==> src/rtl/wdg_kick_generator_if.sv <==
// Watchdog kick generator bundle: supervision controls in, kick and status out.
// master drives the controls (host side), slave is the generator itself.
interface wdg_kick_generator_if #(
  parameter int NUM_TASKS = 4
);
  logic                 enable;
  logic [NUM_TASKS-1:0] task_alive;
  logic                 force_stop;
  logic                 rearm;
  logic                 wdg_kick;
  logic [NUM_TASKS-1:0] missing_o;
  logic [3:0]           miss_cnt_o;
  logic [15:0]          kick_cnt_o;
  logic                 starved_o;

  modport master (
    output enable, task_alive, force_stop, rearm,
    input  wdg_kick, missing_o, miss_cnt_o, kick_cnt_o, starved_o
  );

  modport slave (
    input  enable, task_alive, force_stop, rearm,
    output wdg_kick, missing_o, miss_cnt_o, kick_cnt_o, starved_o
  );
endinterface

==> src/rtl/wdg_kick_generator.sv <==
// Kicks the ESD watchdog only when every supervised task checked in this period.
// Registered outputs, kick starts the cycle after evaluation; no backpressure.
module wdg_kick_generator #(
  parameter int CLK_HZ            = 24000000,
  parameter int KICK_PERIOD_MS    = 100,
  parameter int NUM_TASKS         = 4,
  parameter int KICK_PULSE_CYCLES = 4,
  parameter int MAX_MISSES        = 3
) (
  input  logic                  clk,
  input  logic                  rst,
  wdg_kick_generator_if.slave   bus
);
  localparam int P  = CLK_HZ / 1000 * KICK_PERIOD_MS;
  localparam int CW = (P > 1) ? $clog2(P) : 1;
  localparam int PW = $clog2(KICK_PULSE_CYCLES + 1);

  localparam logic [1:0] IDLE   = 2'd0;
  localparam logic [1:0] RUN    = 2'd1;
  localparam logic [1:0] STARVE = 2'd2;

  localparam logic [CW-1:0] CNT_LAST     = CW'(P - 1);
  localparam logic [PW-1:0] PULSE_RELOAD = PW'(KICK_PULSE_CYCLES - 1);
  localparam logic [3:0]    MISS_MAX     = 4'(MAX_MISSES);

  logic [1:0]           state;
  logic [CW-1:0]        cnt;
  logic [NUM_TASKS-1:0] seen;
  logic [NUM_TASKS-1:0] seen_now;
  logic [PW-1:0]        pulse_cnt;
  logic                 kick;
  logic                 starved;
  logic [NUM_TASKS-1:0] missing;
  logic [3:0]           miss_cnt;
  logic [3:0]           miss_next;
  logic [15:0]          kick_cnt;
  logic                 run_ok;

  // A check-in on the evaluation cycle itself still counts for this period.
  assign seen_now  = seen | bus.task_alive;
  assign run_ok    = bus.enable && !bus.force_stop;
  assign miss_next = (miss_cnt >= MISS_MAX) ? MISS_MAX : miss_cnt + 4'd1;

  always_ff @(posedge clk) begin
    if (rst) begin
      state     <= IDLE;
      cnt       <= '0;
      seen      <= '0;
      pulse_cnt <= '0;
      kick      <= 1'b0;
      starved   <= 1'b0;
      missing   <= '0;
      miss_cnt  <= '0;
      kick_cnt  <= '0;
    end else begin
      // Kick drops unless RUN continues with pulse time left, so leaving RUN cuts it at once.
      kick <= 1'b0;
      case (state)
        IDLE: begin
          cnt       <= '0;
          seen      <= '0;
          miss_cnt  <= '0;
          pulse_cnt <= '0;
          if (run_ok) begin
            state <= RUN;
          end else if (bus.enable) begin
            state   <= STARVE;
            starved <= 1'b1;
          end
        end
        RUN: begin
          if (bus.force_stop) begin
            state     <= STARVE;
            starved   <= 1'b1;
            pulse_cnt <= '0;
          end else if (!bus.enable) begin
            state     <= IDLE;
            cnt       <= '0;
            seen      <= '0;
            miss_cnt  <= '0;
            pulse_cnt <= '0;
          end else if (cnt == CNT_LAST) begin
            cnt     <= '0;
            seen    <= '0;
            missing <= ~seen_now;
            if (&seen_now) begin
              miss_cnt  <= '0;
              kick_cnt  <= kick_cnt + 16'd1;
              kick      <= 1'b1;
              pulse_cnt <= PULSE_RELOAD;
            end else begin
              miss_cnt  <= miss_next;
              pulse_cnt <= '0;
              if (miss_next >= MISS_MAX) begin
                state   <= STARVE;
                starved <= 1'b1;
              end
            end
          end else begin
            cnt  <= cnt + CW'(1);
            seen <= seen_now;
            if (pulse_cnt != '0) begin
              kick      <= 1'b1;
              pulse_cnt <= pulse_cnt - PW'(1);
            end
          end
        end
        default: begin
          // Sticky: only an explicit rearm with supervision enabled leaves STARVE.
          if (bus.rearm && run_ok) begin
            state    <= RUN;
            starved  <= 1'b0;
            cnt      <= '0;
            seen     <= '0;
            miss_cnt <= '0;
            missing  <= '0;
          end
        end
      endcase
    end
  end

  assign bus.wdg_kick   = kick;
  assign bus.starved_o  = starved;
  assign bus.missing_o  = missing;
  assign bus.miss_cnt_o = miss_cnt;
  assign bus.kick_cnt_o = kick_cnt;
endmodule
==> src/flat_wrapper.sv <==
// flat-port wrapper written by rule: the top's interface ports become plain ports
module wdg_kick_generator_flat 
#(
  parameter int CLK_HZ            = 24000000,
  parameter int KICK_PERIOD_MS    = 100,
  parameter int NUM_TASKS         = 4,
  parameter int KICK_PULSE_CYCLES = 4,
  parameter int MAX_MISSES        = 3
)
  (clk, rst, bus_enable, bus_task_alive, bus_force_stop, bus_rearm, bus_wdg_kick, bus_missing_o, bus_miss_cnt_o, bus_kick_cnt_o, bus_starved_o);
  wdg_kick_generator_if #(.NUM_TASKS(NUM_TASKS)) bus_i ();
  input  logic clk;
  input  logic rst;
  input wire logic [$bits(bus_i.enable)-1:0] bus_enable;
  input wire logic [$bits(bus_i.task_alive)-1:0] bus_task_alive;
  input wire logic [$bits(bus_i.force_stop)-1:0] bus_force_stop;
  input wire logic [$bits(bus_i.rearm)-1:0] bus_rearm;
  output wire logic [$bits(bus_i.wdg_kick)-1:0] bus_wdg_kick;
  output wire logic [$bits(bus_i.missing_o)-1:0] bus_missing_o;
  output wire logic [$bits(bus_i.miss_cnt_o)-1:0] bus_miss_cnt_o;
  output wire logic [$bits(bus_i.kick_cnt_o)-1:0] bus_kick_cnt_o;
  output wire logic [$bits(bus_i.starved_o)-1:0] bus_starved_o;
  assign bus_i.enable = bus_enable;
  assign bus_i.task_alive = bus_task_alive;
  assign bus_i.force_stop = bus_force_stop;
  assign bus_i.rearm = bus_rearm;
  assign bus_wdg_kick = bus_i.wdg_kick;
  assign bus_missing_o = bus_i.missing_o;
  assign bus_miss_cnt_o = bus_i.miss_cnt_o;
  assign bus_kick_cnt_o = bus_i.kick_cnt_o;
  assign bus_starved_o = bus_i.starved_o;
  wdg_kick_generator #(.CLK_HZ(CLK_HZ), .KICK_PERIOD_MS(KICK_PERIOD_MS), .NUM_TASKS(NUM_TASKS), .KICK_PULSE_CYCLES(KICK_PULSE_CYCLES), .MAX_MISSES(MAX_MISSES)) u_core (.clk(clk), .rst(rst), .bus(bus_i));
endmodule
==> config.mk <==
export PLATFORM = sky130hd
export DESIGN_NAME = wdg_kick_generator_flat
export DESIGN_NICKNAME = d
export VERILOG_FILES = /design/src/rtl/wdg_kick_generator_if.sv /design/src/rtl/wdg_kick_generator.sv /design/src/flat_wrapper.sv
export SDC_FILE = /design/constraint.sdc
export NUM_CORES = 1
export LEC_CHECK = 0
export BUFFER_PORTS_ARGS = -buffer_cell sky130_fd_sc_hd__buf_2
export CAP_MARGIN = 0
export CORE_AREA = 2 2 80 82
export CTS_CLUSTER_DIAMETER = 40
export DETAILED_ROUTE_END_ITERATION = 7
export DIE_AREA = 0 0 82 84
export PLACE_DENSITY = 0.77
export SLEW_MARGIN = 10
export SYNTH_ARGS = -nofsm -noshare
export SYNTH_HDL_FRONTEND = slang
export SYNTH_SLANG_ARGS = --single-unit
==> constraint.sdc <==
create_clock -name clk -period 2.8 [get_ports clk]
set_clock_uncertainty 0.2 [all_clocks]
set_input_delay 0.28 -clock clk [delete_from_list [all_inputs] [get_ports clk]]
set_output_delay 0.28 -clock clk [all_outputs]
set_load 0.05 [all_outputs]
==> results of run 1 <==
-- cell families after synthesis --
| logic type | share of synthesized area |
|---|---|
| XOR/XNOR | 0.07754 |
| buffers and inverters | 0.03943 |
| flip-flops | 0.4041 |
| multiplexers | 0.003545 |
| AO/OA/AOI/OAI | 0.1285 |
| AND/OR/NAND/NOR | 0.3248 |
| adder cells (fa/ha/maj) | 0.02215 |
-- state kept, by name, summed over array words and instances (netlist names) --
name,cells
u_core.cnt,22
u_core.seen,4
u_core.bus.miss_cnt_o,4
u_core.bus.kick_cnt_o,16
u_core.state,2
u_core.bus.starved_o,1
u_core.bus.missing_o,4
u_core.bus.wdg_kick,1
u_core.pulse_cnt,3
-- stage by stage --
| step | instances | worst slack (ns) | instance area, sq um | hold slack, ns |
|---|---|---|---|---|
| 2_1_floorplan | 332 | 0.5179 | 2824 | 0.2187 |
| 3_3_place_gp | 440 | 0.2741 | 3100 | 0.2272 |
| 3_5_place_dp | 440 | 0.2239 | 3100 | 0.2301 |
| 4_1_cts | 460 | 0.2041 | 3329 | 0.07778 |
| 5_1_grt | 460 | 0.06936 | 3329 | 0.09397 |
| 6_report | 460 | 0.1875 | 3329 | 0.09483 |
-- what timing repair did --
item                                    CTS  global route
endpoints found under the hold margin     4             0
hold buffers                              4             0
endpoints found under the setup margin    0             0
-- worst reg2reg max path, cell delays in order, from the launching register on --
cell and delay [ns]:
dfxtp_1 0.39, ha_1 0.23, or4bb_1 0.46, nor4_4 0.25
nand4_2 0.33, or4_1 0.55, a21oi_1 0.14
-- path summary, 6_finish.rpt --
kind / start / endpoint / slack [ns] / cells past startpoint
hold / removal: bus_enable / u_core.state[1] / 0.09 / 2
setup reg to reg: u_core.cnt[0] / u_core.bus.kick_cnt_o[4] / 0.19 / 6
setup / recovery: u_core.cnt[0] / u_core.bus.kick_cnt_o[4] / 0.19 / 6
hold reg to reg: u_core.bus.miss_cnt_o[3] / u_core.bus.miss_cnt_o[3] / 0.24 / 2
-- cell usage after synthesis, drive strengths merged (2+ instances only) --
master / number
a21oi: 23
o21ai: 12
xor2: 10
nand3: 17
o31ai: 2
or4: 6
or3: 12
a41o: 2
o41ai: 3
dfxtp: 57
o22ai: 2
nor4: 10
inv: 13
o311ai: 2
and3: 3
nand2: 29
nor3: 10
nor2: 44
o211ai: 4
nand3b: 2
buf: 3
or4b: 2
or2: 3
nand2b: 2
xnor2: 15
and4: 3
nand4: 13
a32oi: 2
a31oi: 2
clkbuf: 7
ha: 5
-- area by class of cell --
type                       count  share of cell area
multi-input combinational    251              0.4720
sequential                    57              0.3427
timing repair buffer          46             0.08493
clock buffer                  13             0.04472
tap                           77             0.02894
inverter                      13             0.01466
clock inverter                 3             0.01203
-- power breakdown --
group          total, mW  internal [mW]  leakage (nW)  switching (mW)
combinational     0.0873         0.0304         0.648          0.0569
sequential         0.826          0.818         0.460         0.00867
clock              0.744          0.433        0.0974           0.311
-- per-layer routing --
layer | track usage | wire length [um]
met5 | 0 | 0
met4 | 0.08182 | 68
met3 | 0.06061 | 322
met2 | 0.3356 | 3193
met1 | 0.2302 | 2853
==> flow_summary.json, run 1 <==
{
  "status": "finished, final reports clean",
  "critPathTopFamily": "simple AND/OR/NAND/NOR gates",
  "final_common_cell": "dfxtp_1",
  "num-fill-cells": 560,
  "drive_gt1_frac": 0.1906,
  "start_util": 0.4633,
  "critPathLaunchType": "register",
  "dr.pass1.iters": 4,
  "max_cap_viol_count": 0,
  "ctsResizeCount": 0,
  "synth_cells": 332,
  "dieArea_sq_um": 6888,
  "yosysWarnings": 0,
  "fin_crit_ns": 2.613,
  "synthToLayoutAreaGrowth_pct": 17.90,
  "period_share": 0.9330,
  "post-cts-setup-buffers": 0,
  "synth-edff-count": 0,
  "crit_type": "reg -> reg",
  "netlist-cell-type-count": 54,
  "drc_errors": 0,
  "cts_root_buffer": "clkbuf_8",
  "dp_hpwl_mm": 4.502,
  "cp_data_required_time_ns": 2.87,
  "synth_area_sq_um": 2824,
  "postRouteAntennaNets": 0,
  "max_slew_margin": 0.5484,
  "gp_congestion": 0.8442,
  "max_stage_delay_ns": 0.55,
  "critPathSlowestCell": "or4_1",
  "synthArstFlopShare": 0,
  "num_rows": 29,
  "regArea_sq_um": 1141,
  "synth_nets": 346,
  "endpoint_kind": "register",
  "p_per_area_nw_per_um2": 498.0,
  "grt_max_degree": 29,
  "cts-buffers-inserted": 9,
  "via_per_inst": 5.600,
  "cts_tree": "built",
  "synthTopCellsByArea": "dfxtp_1, nor2_1, xnor2_1, a21oi_1, nand2_1",
  "cts.path.max_buffers": 2,
  "overflow": 0,
  "grt_pass1_wl_mm": 10.78,
  "yosysSeqAreaShare": 0.4041,
  "worst_pin_slew_ns": 0.6729,
  "p_total_mw": 1.658,
  "vias": 2576,
  "yosysTopAreaCell": "dfxtp_1",
  "num_io_pins": 35,
  "ys.flop_type": "dfxtp_1",
  "routed_wl_mm": 6.436,
  "cts_htree_levels": 3,
  "drv_slew": 0,
  "synth-seq-cells": 57,
  "fin_nets": 392,
  "ir_drop_mv": 0.3726,
  "final_cell_mix": "dfxtp_1, nor2_1, buf_2",
  "leakagePower_nw": 1.205,
  "syn_avg_cell_area_sq_um": 8.506,
  "fmax_mhz": 382.8,
  "diodes": 0,
  "drt_iter0_markers": 129,
  "portBuffers": 34,
  "final-setup-viol-count": 0,
  "tns_ns": 0,
  "hold_viol": 0,
  "synth_top_area_share": 0.4041,
  "grt_pass1_vias": 2448,
  "path_buf_inv": 0,
  "hp-class": "in -> reg",
  "fin_util": 0.5462,
  "core_area_sq_um": 6096,
  "path_clk_slew_ns": 0.07,
  "critPathMaxFanout": 14,
  "rsz0062_at_grt": "false",
  "die_w_um": 82,
  "multi_input_area_sq_um": 1572,
  "arrival_ns": 2.68,
  "clock_sinks": 57,
  "die_h_um": 84,
  "wl_per_cell_um": 13.99,
  "antenna_found_initial": 0,
  "path_cells": "ha_1 > or4bb_1 > nor4_4 > nand4_2 > or4_1 > a21oi_1",
  "clkLatencyLatePin_ns": 0.33,
  "grt_usage": 0.1994
}
No activity file was read; power rests on OpenSTA's default activity.
==> run 2: changes to the inputs <==
clock period = 3.2 ns   (was 2.8 ns; I/O delays follow)
==> flow_summary.json, run 2 (synthesized netlist as in run 1, its figures left out) <==
{
  "hp-class": "in -> reg",
  "drt_iter0_markers": 130,
  "grt_max_degree": 29,
  "ctsResizeCount": 0,
  "tns_ns": 0,
  "overflow": 0,
  "grt_pass1_wl_mm": 10.58,
  "clock_sinks": 57,
  "num_io_pins": 35,
  "cts.path.max_buffers": 2,
  "die_w_um": 82,
  "cts_htree_levels": 3,
  "ir_drop_mv": 0.3571,
  "hold_end": "u_core.seen[1]",
  "grt_usage": 0.1968,
  "grt_pass1_vias": 2382,
  "final-setup-viol-count": 0,
  "max_slew_margin": 0.5210,
  "cts-buffers-inserted": 9,
  "hold_ws_ns": 0.04192,
  "gp_congestion": 0.8671,
  "r2r_end": "u_core.state[1]",
  "postCtsHoldBufs": 0,
  "rr_startpoint": "u_core.cnt[13]",
  "vias": 2563,
  "reg2reg_depth": 5,
  "crit_type": "reg -> reg",
  "fin_nets": 383,
  "met1_usage": 0.2324,
  "start_util": 0.4633,
  "arrival_ns": 2.71,
  "drv_slew": 0,
  "critPathMaxFanout": 9,
  "fin_crit_ns": 2.631,
  "post-place-ws_ns": 0.5839,
  "endpoint_kind": "register",
  "dr.pass1.iters": 4,
  "status": "finished, final reports clean",
  "dieArea_sq_um": 6888,
  "cts_tree": "built",
  "fin_util": 0.5349,
  "synthToLayoutAreaGrowth_pct": 15.46,
  "worstHoldPathCells": 3,
  "via_per_inst": 5.696,
  "antenna_found_initial": 0,
  "cp_data_required_time_ns": 3.28,
  "routed_wl_mm": 6.468,
  "period_share": 0.8222,
  "clkLatencyLatePin_ns": 0.34,
  "p_per_area_nw_per_um2": 465.7,
  "worst_pin_slew_ns": 0.7138,
  "die_h_um": 84,
  "p_total_mw": 1.519,
  "regMostFlops": "u_core.cnt",
  "fmax_mhz": 380.1,
  "r2r_setup_slack_ns": 0.57,
  "rsz0062_at_grt": "false",
  "max_cap_viol_count": 0,
  "hold_start": "bus_task_alive[1]",
  "setup_slack_ns": 0.5689,
  "final_common_cell": "dfxtp_1",
  "met2_usage": 0.3252,
  "hold_viol": 0,
  "final_cell_mix": "dfxtp_1, nor2_1, buf_2",
  "leakagePower_nw": 1.167,
  "drc_errors": 0,
  "path_clk_slew_ns": 0.06,
  "postRouteAntennaNets": 0,
  "wl_per_cell_um": 14.37,
  "num_rows": 29,
  "critPathLaunchType": "register",
  "post-cts-setup-buffers": 0,
  "globalRouteMet3Util": 0.06385,
  "largest_reg_flops": 22,
  "cts_root_buffer": "clkbuf_8",
  "diodes": 0,
  "core_area_sq_um": 6096,
  "dp_hpwl_mm": 4.595,
  "drive_gt1_frac": 0.1823,
  "portBuffers": 34,
  "busiest_layer": "met2"
}
## run 2: worst max-delay path by stage
stage,start,to
finish,u_core.cnt[13],u_core.state[1]
detailed placement,u_core.cnt[13],u_core.state[1]
CTS,u_core.cnt[0],u_core.bus.kick_cnt_o[4]
global placement,u_core.cnt[16],u_core.bus.kick_cnt_o[4]
floorplan,u_core.cnt[13],u_core.cnt[21]
global route,u_core.cnt[2],u_core.bus.starved_o
## run 2: final cells by class
type                            instances  area [sq um]
Inverter                               13         48.80
Timing Repair Buffer                   37         192.7
Fill cell                             552          2835
Clock buffer                           12         145.1
Sequential cell                        57          1141
Tap cell                               77         96.34
Clock inverter                          3         65.06
Multi-Input combinational cell        251          1572
## run 2: power breakdown
group          internal [mW]  leakage [nW]  switching [mW]  total [mW]
registers              0.716         0.460         0.00727       0.723
logic                 0.0213         0.601          0.0490      0.0703
clock network          0.454         0.106           0.271       0.725
## run 2: worst max-delay path, cell delays in order (launching register included)
cell     delay, ns
dfxtp_1       0.36
or4b_4        0.56
nor4_4        0.54
nand2_1       0.25
nor3_1        0.42
a41o_1        0.24
## run 2: per-layer routing
layer | wire length [um] | up-vias
met3 | 317 | 10
met1 | 2850 | 1221
met5 | 0 | -
met2 | 3210 | 54
met4 | 90 | 0
li1 | - | 1278
## run 2: stage by stage
step | area, sq um | instances
finish | 3261 | 450
global route | 3261 | 450
detailed placement | 3050 | 435
floorplan | 2824 | 332
CTS | 3261 | 450
global placement | 3050 | 435
